### src/rtl/imc_instr_issue.sv
// rtl/imc_instr_issue.sv - IMC instruction issue stage: FIFO buffer plus opcode-timed hold sequencer
//
// Purpose:
//   Buffers host instructions and presents them one at a time on out_instr.
//   Each instruction is held for an opcode-dependent number of cycles so the
//   memory array can complete it. While nothing is pending, the NOP
//   ({MAGIC, zeros}) is driven with out_valid low.
//
// Ports:
//   clk          - rising-edge clock
//   rst          - synchronous active-low reset
//   in_instr     - host instruction
//   in_valid     - in_instr is valid
//   in_ready     - FIFO accepts (not full, not flushing, not in reset)
//   flush        - discard buffered and in-flight instructions
//   stall        - freeze the issue sequencer
//   out_instr    - instruction to the decoder
//   out_valid    - out_instr is a real instruction
//   fifo_count   - FIFO occupancy
//   empty, full  - FIFO status
//   busy         - FIFO non-empty or an instruction is being held
//   issued_count - instructions loaded onto out_instr (wrapping)

module imc_instr_issue #(
    parameter int INSTRUCTION_SIZE = 32,
    parameter int FIFO_DEPTH       = 8,
    parameter int MIG_RD_CYC       = 1,
    parameter int MIG_WR_CYC       = 2,
    parameter int MAGIC_CYC        = 1,
    parameter int IMPLY_CYC        = 2,
    parameter int BITWISE_CYC      = 3
) (
    input  logic                               clk,
    input  logic                               rst,
    input  logic [INSTRUCTION_SIZE-1:0]        in_instr,
    input  logic                               in_valid,
    output logic                               in_ready,
    input  logic                               flush,
    input  logic                               stall,
    output logic [INSTRUCTION_SIZE-1:0]        out_instr,
    output logic                               out_valid,
    output logic [$clog2(FIFO_DEPTH):0]        fifo_count,
    output logic                               empty,
    output logic                               full,
    output logic                               busy,
    output logic [15:0]                        issued_count
);

    localparam int PW = $clog2(FIFO_DEPTH);
    localparam int CW = PW + 1;

    // Opcode encodings (bits [31:30]).
    localparam logic [1:0] OP_MAJORITY = 2'b00;
    localparam logic [1:0] OP_MAGIC    = 2'b01;
    localparam logic [1:0] OP_IMPLY    = 2'b10;
    localparam logic [1:0] OP_BITWISE  = 2'b11;

    localparam logic [INSTRUCTION_SIZE-1:0] NOP = {OP_MAGIC, {(INSTRUCTION_SIZE-2){1'b0}}};

    typedef enum logic {
        S_IDLE,
        S_HOLD
    } state_t;

    state_t                      state_q, state_d;
    logic [PW-1:0]               wr_ptr_q, wr_ptr_d;
    logic [PW-1:0]               rd_ptr_q, rd_ptr_d;
    logic [CW-1:0]               count_q, count_d;
    logic [3:0]                  hold_q, hold_d;
    logic [INSTRUCTION_SIZE-1:0] out_instr_q, out_instr_d;
    logic                        out_valid_q, out_valid_d;
    logic [15:0]                 issued_q, issued_d;
    logic [INSTRUCTION_SIZE-1:0] mem_q [FIFO_DEPTH];

    logic                        do_push;
    logic                        do_load;
    logic [INSTRUCTION_SIZE-1:0] head;

    // Remaining hold cycles after the load cycle itself (H-1).
    function automatic logic [3:0] hold_minus1(input logic [INSTRUCTION_SIZE-1:0] instr);
        logic [3:0] h;
        case (instr[INSTRUCTION_SIZE-1 -: 2])
            OP_MAJORITY: h = instr[INSTRUCTION_SIZE-3] ? 4'(MIG_WR_CYC - 1) : 4'(MIG_RD_CYC - 1);
            OP_MAGIC:    h = 4'(MAGIC_CYC - 1);
            OP_IMPLY:    h = 4'(IMPLY_CYC - 1);
            default:     h = 4'(BITWISE_CYC - 1);
        endcase
        return h;
    endfunction

    assign empty        = (count_q == '0);
    assign full         = (count_q == CW'(FIFO_DEPTH));
    // Deliberately independent of a same-cycle pop to keep the ready path short.
    assign in_ready     = !full && !flush && rst;
    assign busy         = !empty || (state_q == S_HOLD);
    assign out_instr    = out_instr_q;
    assign out_valid    = out_valid_q;
    assign fifo_count   = count_q;
    assign issued_count = issued_q;
    assign head         = mem_q[rd_ptr_q];
    assign do_push      = in_valid && in_ready;

    always_comb begin
        state_d     = state_q;
        wr_ptr_d    = wr_ptr_q;
        rd_ptr_d    = rd_ptr_q;
        count_d     = count_q;
        hold_d      = hold_q;
        out_instr_d = out_instr_q;
        out_valid_d = out_valid_q;
        issued_d    = issued_q;
        do_load     = 1'b0;

        if (flush) begin
            state_d     = S_IDLE;
            wr_ptr_d    = '0;
            rd_ptr_d    = '0;
            count_d     = '0;
            hold_d      = '0;
            out_instr_d = NOP;
            out_valid_d = 1'b0;
        end else begin
            case (state_q)
                S_IDLE: begin
                    if (!empty && !stall) begin
                        do_load = 1'b1;
                    end
                end
                S_HOLD: begin
                    if (!stall) begin
                        if (hold_q != 4'd0) begin
                            hold_d = hold_q - 4'd1;
                        end else if (!empty) begin
                            // Back-to-back issue: no NOP bubble between instructions.
                            do_load = 1'b1;
                        end else begin
                            state_d     = S_IDLE;
                            out_instr_d = NOP;
                            out_valid_d = 1'b0;
                        end
                    end
                end
                default: begin
                    state_d = S_IDLE;
                end
            endcase

            if (do_load) begin
                state_d     = S_HOLD;
                out_instr_d = head;
                out_valid_d = 1'b1;
                hold_d      = hold_minus1(head);
                rd_ptr_d    = rd_ptr_q + PW'(1);
                issued_d    = issued_q + 16'd1;
            end

            if (do_push) begin
                wr_ptr_d = wr_ptr_q + PW'(1);
            end

            count_d = count_q + CW'(do_push) - CW'(do_load);
        end
    end

    always_ff @(posedge clk) begin
        if (!rst) begin
            state_q     <= S_IDLE;
            wr_ptr_q    <= '0;
            rd_ptr_q    <= '0;
            count_q     <= '0;
            hold_q      <= '0;
            out_instr_q <= NOP;
            out_valid_q <= 1'b0;
            issued_q    <= '0;
        end else begin
            state_q     <= state_d;
            wr_ptr_q    <= wr_ptr_d;
            rd_ptr_q    <= rd_ptr_d;
            count_q     <= count_d;
            hold_q      <= hold_d;
            out_instr_q <= out_instr_d;
            out_valid_q <= out_valid_d;
            issued_q    <= issued_d;
        end
    end

    // Storage needs no reset: entries are only read once written.
    always_ff @(posedge clk) begin
        if (do_push) begin
            mem_q[wr_ptr_q] <= in_instr;
        end
    end

endmodule
### config.mk
export PLATFORM = sky130hd
export DESIGN_NAME = imc_instr_issue
export DESIGN_NICKNAME = d
export VERILOG_FILES = /design/src/rtl/imc_instr_issue.sv
export SDC_FILE = /design/constraint.sdc
export NUM_CORES = 1
export LEC_CHECK = 0
export ABC_AREA = 1
export CAP_MARGIN = 0
export CORE_ASPECT_RATIO = 0.6
export CORE_UTILIZATION = 24
export CTS_CLUSTER_DIAMETER = 30
export DETAILED_ROUTE_END_ITERATION = 12
export PLACE_DENSITY = 0.46
export SLEW_MARGIN = 20
export SYNTH_ARGS = -nofsm -noshare
export SYNTH_HDL_FRONTEND = slang
export SYNTH_SLANG_ARGS = --single-unit
### constraint.sdc
create_clock -name clk -period 5.34 [get_ports clk]
set_input_delay 1.602 -clock clk [delete_from_list [all_inputs] [get_ports clk]]
set_output_delay 1.602 -clock clk [all_outputs]
set_load 0.05 [all_outputs]
* After elaboration in Yosys (flattened, before gate mapping) *
Memories as Yosys holds them, arrays and structs flattened. A register that Yosys moved wholly into a read port is not among the register bits.
Index checks and enable logic that the tools add are counted.

word-level totals
  bits in registers = 64
  RAM bits = 256
  input bits = 37
  output and inout port bits = 57
  word-level logic and storage cells = 72
  memories = 1

memories
  name   depth  width  read ports  clocked after memory_dff  write ports  line  source
  mem_q  8      32     1           1                         1            73    logic [INSTRUCTION_SIZE-1:0] mem_q [FIFO_DEPTH];

operators by class
  $add $sub $neg = 6
  equality and inequality tests = 5
  mux-type cells = 30
  bitwise logic cells = 3
  reduce and logical (&&, ||, !) cells = 19

operators by type and width
  operator                                             count
  2-to-1 mux 32 bit                                    5
  2-to-1 mux 1 bit                                     17
  adder 16 x 1 -> 16 bit, second input constant        1
  2-to-1 mux 4 bit                                     4
  adder 3 x 1 -> 3 bit, second input constant          2
  2-to-1 mux 3 bit                                     2
  case mux 2 bit (3 select lines)                      1
  nonzero test 2 bit                                   3
  adder 4 x 1 -> 4 bit                                 1
  equality test 4 bit, second input constant           1
  logical AND 1 bit                                    4
  logical NOT 1 bit                                    4
  logical NOT 4 bit                                    1
  != test 2 x 1 -> 1 bit, second input constant        2
  AND reduction 4 bit                                  1
  nonzero test 4 bit                                   1
  subtractor 4 x 1 -> 4 bit                            1
  subtractor 4 x 1 -> 4 bit, second input constant     1
  inverter 1 bit                                       3
  AND reduction 3 bit                                  1
  equality test 2 x 1 -> 1 bit, second input constant  1
  equality test 2 bit, second input constant           1
  logical NOT 2 bit                                    1
  case mux 1 bit (2 select lines)                      1
  other kinds (3)                                      3

* Depth between registers and ports, before layout *
Gate-level depths: netlist of the first run.

  word-level depth = 8
  mapped depth = 12
  depth with buffers taken out = 12

* Worst setup path after synthesis of the first run *
OpenSTA, ideal clock, no wires.

  kind = input port to flip-flop
  from = input port flush
  to = memory mem_q[1][0] (enable)
  setup time = 0.421 ns
  arrival = 4.350 ns
  data required time = 4.919 ns
  setup slack = 0.569 ns
  stages on the path = 7
  path buffers = 0
  cell sequence = inv_1 nand2_1 nor2_1 nand2_1 nor2_1 inv_1 nor2_1

between the ends
  word-level cells in the longest chain between the ends = 6

ends and longest elaborated chain
  what                                    line  source
  start: declaration                      38    input logic flush,
  logical NOT 1 bit                       94    assign in_ready = !full && !flush && rst;
  logical AND 1 bit (2 in series)         94
  via in_ready                            37    output logic in_ready,
  logical AND 1 bit                       101   assign do_push = in_valid && in_ready;
  2-to-1 mux 1 bit                        189   if (do_push) begin
  2-to-1 mux 1 bit (implied by the code)  190   mem_q[wr_ptr_q] <= in_instr;
  end: declaration                        73

The timed path passes the listed nets, and every way through them passes these cells.

* Final worst setup path of the first run *
  from = input port rst
  to = output port in_ready

between the ends
  word-level cells in the longest chain between the ends = 1

ends and longest elaborated chain
  what                line  source
  start: declaration  34    input logic rst,
  logical AND 1 bit   94
  end: declaration    37

Every way passes these cells.

==> results of run 1 <==
-- layout make-up --
class                      instances  area share (%)
clock buffer                      59            8.52
clock inverter                    43            2.60
inverter                          54            1.24
multi-input combinational        746            21.0
sequential                       323            54.5
tap                              703            5.31
timing repair buffer             113            6.81
-- synth_stat cells --
cell      instances
nand2_1         277
edfxtp_1        256
nor2_1          118
o21ai_0         106
nand3_1          93
a21oi_1          86
dfxtp_1          67
inv_1            50
o21ai_1          22
clkbuf_1         18
buf_2            15
buf_4            14
buf_1            10
ha_1             10
nor3_1            9
nand4_1           4
xor2_1            4
inv_2             3
or2_2             3
buf_6             2
nand2_2           2
nand3_2           2
xnor2_1           2
a21oi_2           1
a21oi_4           1
and3_1            1
clkinv_1          1
fa_1              1
nand3_4           1
nor2_2            1
nor2_4            1
nor3b_1           1
-- layer usage --
| metal | global-route usage [%] | up-vias |
|---|---|---|
| li1 | - | 4354 |
| met1 | 19.4 | 4292 |
| met2 | 18.5 | 219 |
| met3 | 2.69 | 45 |
| met4 | 2.71 | 0 |
| met5 | 0 | - |
-- cells by family (layout without fill, tap and decap cells) --
| kind of cell | after synthesis | count (layout) | share of synthesized area [%] |
|---|---|---|---|
| xor gates and xnor gates | 6 | 6 | 0.406 |
| AOI/OAI and AO/OA | 216 | 216 | 8.46 |
| DFF | 323 | 323 | 69.7 |
| adders and majority gates | 11 | 11 | 1.12 |
| and+or+nand+nor | 513 | 513 | 16.4 |
| buffers and inverters | 113 | 269 | 3.94 |
-- registers in the layout, summed over array words and instances, names as in the netlist, named ones only --
signal	count
mem_q	256
out_instr	32
issued_count	16
fifo_count	4
hold_q	4
rd_ptr_q	3
wr_ptr_q	3
out_valid	1
state_q	1
-- power groups by stage --
stage | clock, mW | sequential, mW | combinational [mW]
floorplan | 0 | 2.88 | 0.347
global placement | 0 | 2.83 | 0.639
detailed placement | 0 | 2.83 | 0.641
CTS | 3.54 | 2.78 | 0.643
global route | 3.65 | 2.78 | 0.700
finish | 3.45 | 2.78 | 0.630
-- final timing paths --
kind                            slack, ns  cells past startpoint          start             to
worst max-delay path                 0.87                      4            rst       in_ready
worst min-delay path                 0.46                      2  out_instr[17]  out_instr[17]
worst max register to register       2.62                      8           flop  out_instr[20]
worst min register to register       0.46                      2  out_instr[17]  out_instr[17]
-- through the flow --
step | util (%) | total power [mW] | cell area (um2)
2_1_floorplan | - | 3.23 | 13000
3_3_place_gp | 27.8 | 3.47 | 14700
3_5_place_dp | 27.8 | 3.47 | 14700
4_1_cts | 31.3 | 6.96 | 16600
5_1_grt | 31.3 | 7.13 | 16600
6_report | 31.3 | 6.86 | 16600
-- worst reg2reg max path, delay by kind of cell, from the launching register on --
family / cells / cell delay, ns
compound gates: 3 / 0.50
buf+inv: 2 / 1.40
simple gates: 3 / 0.27
flops: 1 / 0.50
==> summary.md, run 1 <==
| Metric | Value |
|---|---|
| Iteration-0 DRC Markers | `between 700 and 800` |
| Area share of the largest cell type after synthesis | `between 50% and 60%` |
| Worst Slack Setup Final | `0.873 ns` |
| Area added between synthesis and finish | `27.9%` |
| Buffer type at the clock tree root | `clkbuf_16` |
| Via count of the first global-routing pass | `8,659` |
| Vias after detailed routing | `8,910` |
| Clock network latency to the later pin of the worst-skew pair | `between 0.5 and 0.6 ns` |
| Cell Count, Final, Fillers Out | `2,041` |
| RSZ-0062 raised after global routing | `no` |
| Area taken by multi-input logic gates | `3470 um2` |
| TritonCTS clock tree | `yes` |
| Overall fraction of global-route tracks in use | `12.8%` |
| Area leader, netlist | `edfxtp_1` |
| Number of setup violations in the final report | `0` |
| Switching power summed over all nets | `1.85 mW` |
| Number of cells in the design after placement | `1,939` |
| Count of buffers inserted at the top-level ports | `93` |
| Initial cell density of the core | `24.5%` |
| Kind of start point of the critical path | `input pin` |
| Cell-internal power | `5.01 mW` |
| Net switching share of the total power | `26.9%` |
| Part of the total power dissipated in combinational logic | `9.2%` |
| Portion of total power attributed to sequential cells | `40.5%` |
| Run status | `finished with violations` |
| Cells resized by post-CTS repair | `0` |
| Pin count of the biggest net entering global routing | `87` |
| Max cap viols | `0` |
| First-pass GRT wire length | `approximately 54,000 um` |
| Yosys Warn Count | `0` |
| Length of routed met2 wiring | `14,700 um` |
| Setup Total Neg Slack | `0 ns` |
| Data required, critical path | `between 3 and 4 ns` |
| Hold/Removal Path Class | `reg2reg` |
| Top routing layer used | `met4` |
| Relative max-transition margin | `35.1%` |
| Synthesis-stage register bit count | `323` |
| Clock network fraction of design power | `50.3%` |
| WL per Instance | `17.1 um` |
| Routed wire length on met3 | `2020 um` |
| Clock transition at path regs | `0.06 ns` |
| Cell count after synthesis | `about 1,200` |
| Clock buffer count from CTS | `54` |
| Count of distinct cell types in the synthesized netlist | `32` |
| Number of remaining DRC errors | `3` |
| Worst setup path category | `in2out` |
| Count of endpoints failing hold in the final timing report | `0` |
| CP endpoint kind | `output port` |
| Core ar. | `52,900 um2` |
| H-tree Lvls | `2` |
| Syn Std Cell Area | `13,000 um2` |
| Syn Area/Cell | `11.0 um2` |
| Storage cell area | `~9000 um2` |
| Drt first pass iters | `11` |
| Wire length after detailed routing | `around 35,000 um` |
| Antenna Cells | `0` |
| Postcts setup bufs | `0` |
| Post-Synthesis Net Count | `between 1,000 and 1,500` |
| Stage delay of the slowest cell on the critical path | `approximately 0.65 ns` |
| Pre-CTS worst setup slack | `0.855 ns` |
| Transition at the pin with the smallest max-transition slack | `0.973 ns` |
| Total congestion overflow after global routing | `0` |
| Fin Hold WS | `0.462 ns` |
| Kind of cell with the highest combined delay on the critical path | `buffers and inverters` |
| Power per cell area | `414 nW/um2` |
| Std-Cell Rows | `65` |
| Number of buffers between clock root and the deepest sink | `3` |
| Critical-path maximum fanout | `8` |
| Critical path arrival | `2.86 ns` |
| Horizontal extent of the die | `302 um` |
| Skew final | `0.0263 ns` |
| Maximum vdd ir drop | `~0.22 mV` |
| Die outline area | `54,900 um2` |
| Gpl congestion | `0.862` |
| Chip Height | `182 um` |
| Share of final-layout standard cells stronger than drive strength 1 | `a little over a tenth` |
| Worst Path Buf+Inv | `2` |
| Cells traversed along the worst timing path | `clkdlybuf4s50_1, nand2_2, nor2_1, buf_12` |
| Cell types occupying the most area after synthesis | `edfxtp_1 (59%), dfxtp_1 (10%), nand2_1 (8.0%)` |
| Ratio of final minimum period to clock period | `83.6%` |
| Half-perimeter wire length after placement | `20,600 um` |
| Leading cell types in the layout, fill and taps excluded | `nand2_1 (276), edfxtp_1 (256), nor2_1 (110)` |
| Post-route ant nets | `0` |
| Number of buffers inserted by hold repair at cts | `0` |
| Count of pins over their slew limit | `0` |
| Pleak | `5.68 nW` |
| Initial antenna violation count | `0` |
| Fill cells | `5,378` |
| M1 WL | `17,800 um` |
| Number of placed I/O pins | `94` |
| Highest-delay cell along the critical path | `clkdlybuf4s50_1` |
| Ratio of routed vias to standard cells | `4.37` |
| Final Net Count | `1,340` |
| Clock tree sinks | `323` |
| Violations in the final reports | `design-rule violations` |
| Most common cell after layout, fill and taps aside | `nand2_1` |
| Part of the Yosys area used for sequential elements | `69.7%` |
| FMAX | `224 MHz` |
| Post-route minimum period | `4.47 ns` |
(Power assumes the default switching activity.)
==> run 2: changes to the inputs <==
--- a/config.mk
+++ b/config.mk
@@ -11,7 +11,7 @@
 export CORE_UTILIZATION = 24
 export CTS_CLUSTER_DIAMETER = 30
 export DETAILED_ROUTE_END_ITERATION = 12
-export PLACE_DENSITY = 0.46
+export PLACE_DENSITY = 0.48
 export SLEW_MARGIN = 20
 export SYNTH_ARGS = -nofsm -noshare
 export SYNTH_HDL_FRONTEND = slang
==> constraint.sdc (replaced) <==
create_clock -name clk -period 3.7 [get_ports clk]
set_input_delay 1.11 -clock clk [delete_from_list [all_inputs] [get_ports clk]]
set_output_delay 1.11 -clock clk [all_outputs]
set_load 0.05 [all_outputs]
==> summary.md, run 2 (same netlist as run 1, synthesis figures left out) <==
| Metric | Value |
|---|---|
| R2R cell count | `8` |
| Number of remaining DRC errors | `8` |
| Overall fraction of global-route tracks in use | `12.6%` |
| Number of buffers between clock root and the deepest sink | `3` |
| Buffer type at the clock tree root | `clkbuf_16` |
| Fill cells | `around 5,300` |
| Critical path arrival | `2.25 ns` |
| FMAX | `298 MHz` |
| Hold/Removal Path Class | `reg2reg` |
| TritonCTS clock tree | `yes` |
| Vias after detailed routing | `8,907` |
| Max cap viols | `0` |
| Relative max-transition margin | `between 30% and 40%` |
| Pleak | `5.87 nW` |
| Count of buffers inserted at the top-level ports | `between 90 and 100` |
| Cell-internal power | `roughly 8 mW` |
| Post-placement cell area | `14,900 um2` |
| Share of final-layout standard cells stronger than drive strength 1 | `a little under an eighth` |
| Final design instance area without fill | `17,000 um2` |
| Horizontal extent of the die | `a little over 300 um` |
| Number of buffers inserted by hold repair at cts | `0` |
| Count of pins over their slew limit | `0` |
| Run status | `finished with violations` |
| Maximum vdd ir drop | `0.278 mV` |
| Met1 track utilization from global routing | `17.7%` |
| H-tree Lvls | `3` |
| Chip Height | `~180 um` |
| WL per Instance | `16.5 um` |
| Part of the total power dissipated in combinational logic | `8.7%` |
| Clock transition at path regs | `0.05 ns` |
| Via count of the first global-routing pass | `8,845` |
| Largest register FFs | `256` |
| CP endpoint kind | `output port` |
| R2R setup slack | `around 1.2 ns` |
| Most common cell after layout, fill and taps aside | `nand2_1` |
| GR Util met2 | `a little under a fifth` |
| Net switching share of the total power | `between 20% and 30%` |
| Violations in the final reports | `design-rule violations` |
| Die outline area | `roughly 55,000 um2` |
| Iteration-0 DRC Markers | `541` |
| Power per cell area | `between 600 and 700 nW/um2` |
| Postcts setup bufs | `0` |
| First-pass GRT wire length | `52,800 um` |
| Post-route ant nets | `0` |
| Pin count of the biggest net entering global routing | `96` |
| Std-Cell Rows | `65` |
| Post-route minimum period | `approximately 3.4 ns` |
| Total congestion overflow after global routing | `0` |
| Portion of total power attributed to sequential cells | `38.0%` |
| Drt first pass iters | `9` |
| Clock network latency to the later pin of the worst-skew pair | `0.57 ns` |
| Register with the most flip-flops | `mem_q` |
| RSZ-0062 raised after global routing | `no` |
| Clock network fraction of design power | `53.3%` |
| Clock buffer count from CTS | `between 60 and 70` |
| Critical-path maximum fanout | `4` |
| Setup Total Neg Slack | `0 ns` |
| Overall power of the completed layout | `roughly 11 mW` |
| Data required, critical path | `between 2 and 3 ns` |
| Number of setup violations in the final report | `0` |
| Global-route track usage on met3 | `3.00%` |
| Final Net Count | `about 1,400` |
| Half-perimeter wire length after placement | `19,900 um` |
| Switching power summed over all nets | `2.56 mW` |
| Cells resized by post-CTS repair | `0` |
| Area added between synthesis and finish | `31.5%` |
| Transition at the pin with the smallest max-transition slack | `1.04 ns` |
| Count of endpoints failing hold in the final timing report | `0` |
| Worst setup path category | `reg2out` |
| Initial cell density of the core | `between 20% and 30%` |
| Core ar. | `roughly 53,000 um2` |
| Ratio of final minimum period to clock period | `90.7%` |
| Leading cell types in the layout, fill and taps excluded | `nand2_1 (276), edfxtp_1 (256), nor2_1 (110)` |
| Clock tree sinks | `323` |
| Top Usage Layer GRT | `met2` |
| Hold depth | `2` |
| Wire length after detailed routing | `34,200 um` |
| Ratio of routed vias to standard cells | `4.31` |
| Kind of start point of the critical path | `flop` |
| End-of-flow core utilization | `32.2%` |
| Initial antenna violation count | `1` |
| Skew final | `about 0.022 ns` |
| Number of placed I/O pins | `94` |
| Gpl congestion | `0.790` |
==> run 2: cell types whose count changed in the layout (fill, tap and decap cells not counted), sizes merged <==
cell and delta:
inv -19, clkbuf +15, clkinv +10, buf +9
clkinvlp +7, bufinv +3, diode +2
==> run 2: layer usage <==
layer / share of wire (%) / up-vias
met5: 0 / -
met1: 48 / 4265
met4: 1.9 / 0
met3: 5.4 / 55
li1: - / 4383
met2: 44 / 204
==> run 2: path summary, 6_finish.rpt <==
path	end	start
worst min register to register	out_instr[19]	out_instr[19]
worst max register to register	out_instr[5]	flop
worst min-delay path	out_instr[19]	out_instr[19]
worst max-delay path	busy	fifo_count[2]
==> run 2: layout make-up <==
cell class	instances	area [um2]	area share [%]
Inverter	54	205	1.21
Multi-Input combinational cell	746	3480	20.4
Tap cell	703	880	5.17
Clock inverter	44	395	2.32
Antenna cell	2	5.00	0.0294
Sequential cell	323	9030	53.1
Clock buffer	74	1760	10.3
Timing Repair Buffer	122	1270	7.47
==> run 2: per-stage QoR <==
step | std cells | setup WS, ns | hold WS (ns)
6_report | 2068 | 0.343 | 0.463
5_1_grt | 2067 | 0.226 | 0.479
4_1_cts | 2066 | 0.308 | 0.466
3_5_place_dp | 1948 | 0.439 | 0.458
3_3_place_gp | 1948 | 0.429 | 0.455
2_1_floorplan | 1182 | -0.0959 | 0.448
==> run 2: power groups by stage <==
stage	clock network (mW)	registers, mW	logic, mW
3_5_place_dp	0	4.08	0.936
6_report	5.64	4.01	0.920
3_3_place_gp	0	4.08	0.935
2_1_floorplan	0	4.16	0.502
4_1_cts	5.75	4.02	0.940
5_1_grt	5.92	4.02	1.02
==> run 2: worst max-delay path: stages (launching register included) <==
cell and delay, ns:
dfxtp_1 0.31, inv_1 0.10, ha_1 0.18, nand2_2 0.10
or2_2 0.32, clkdlybuf4s50_1 0.71
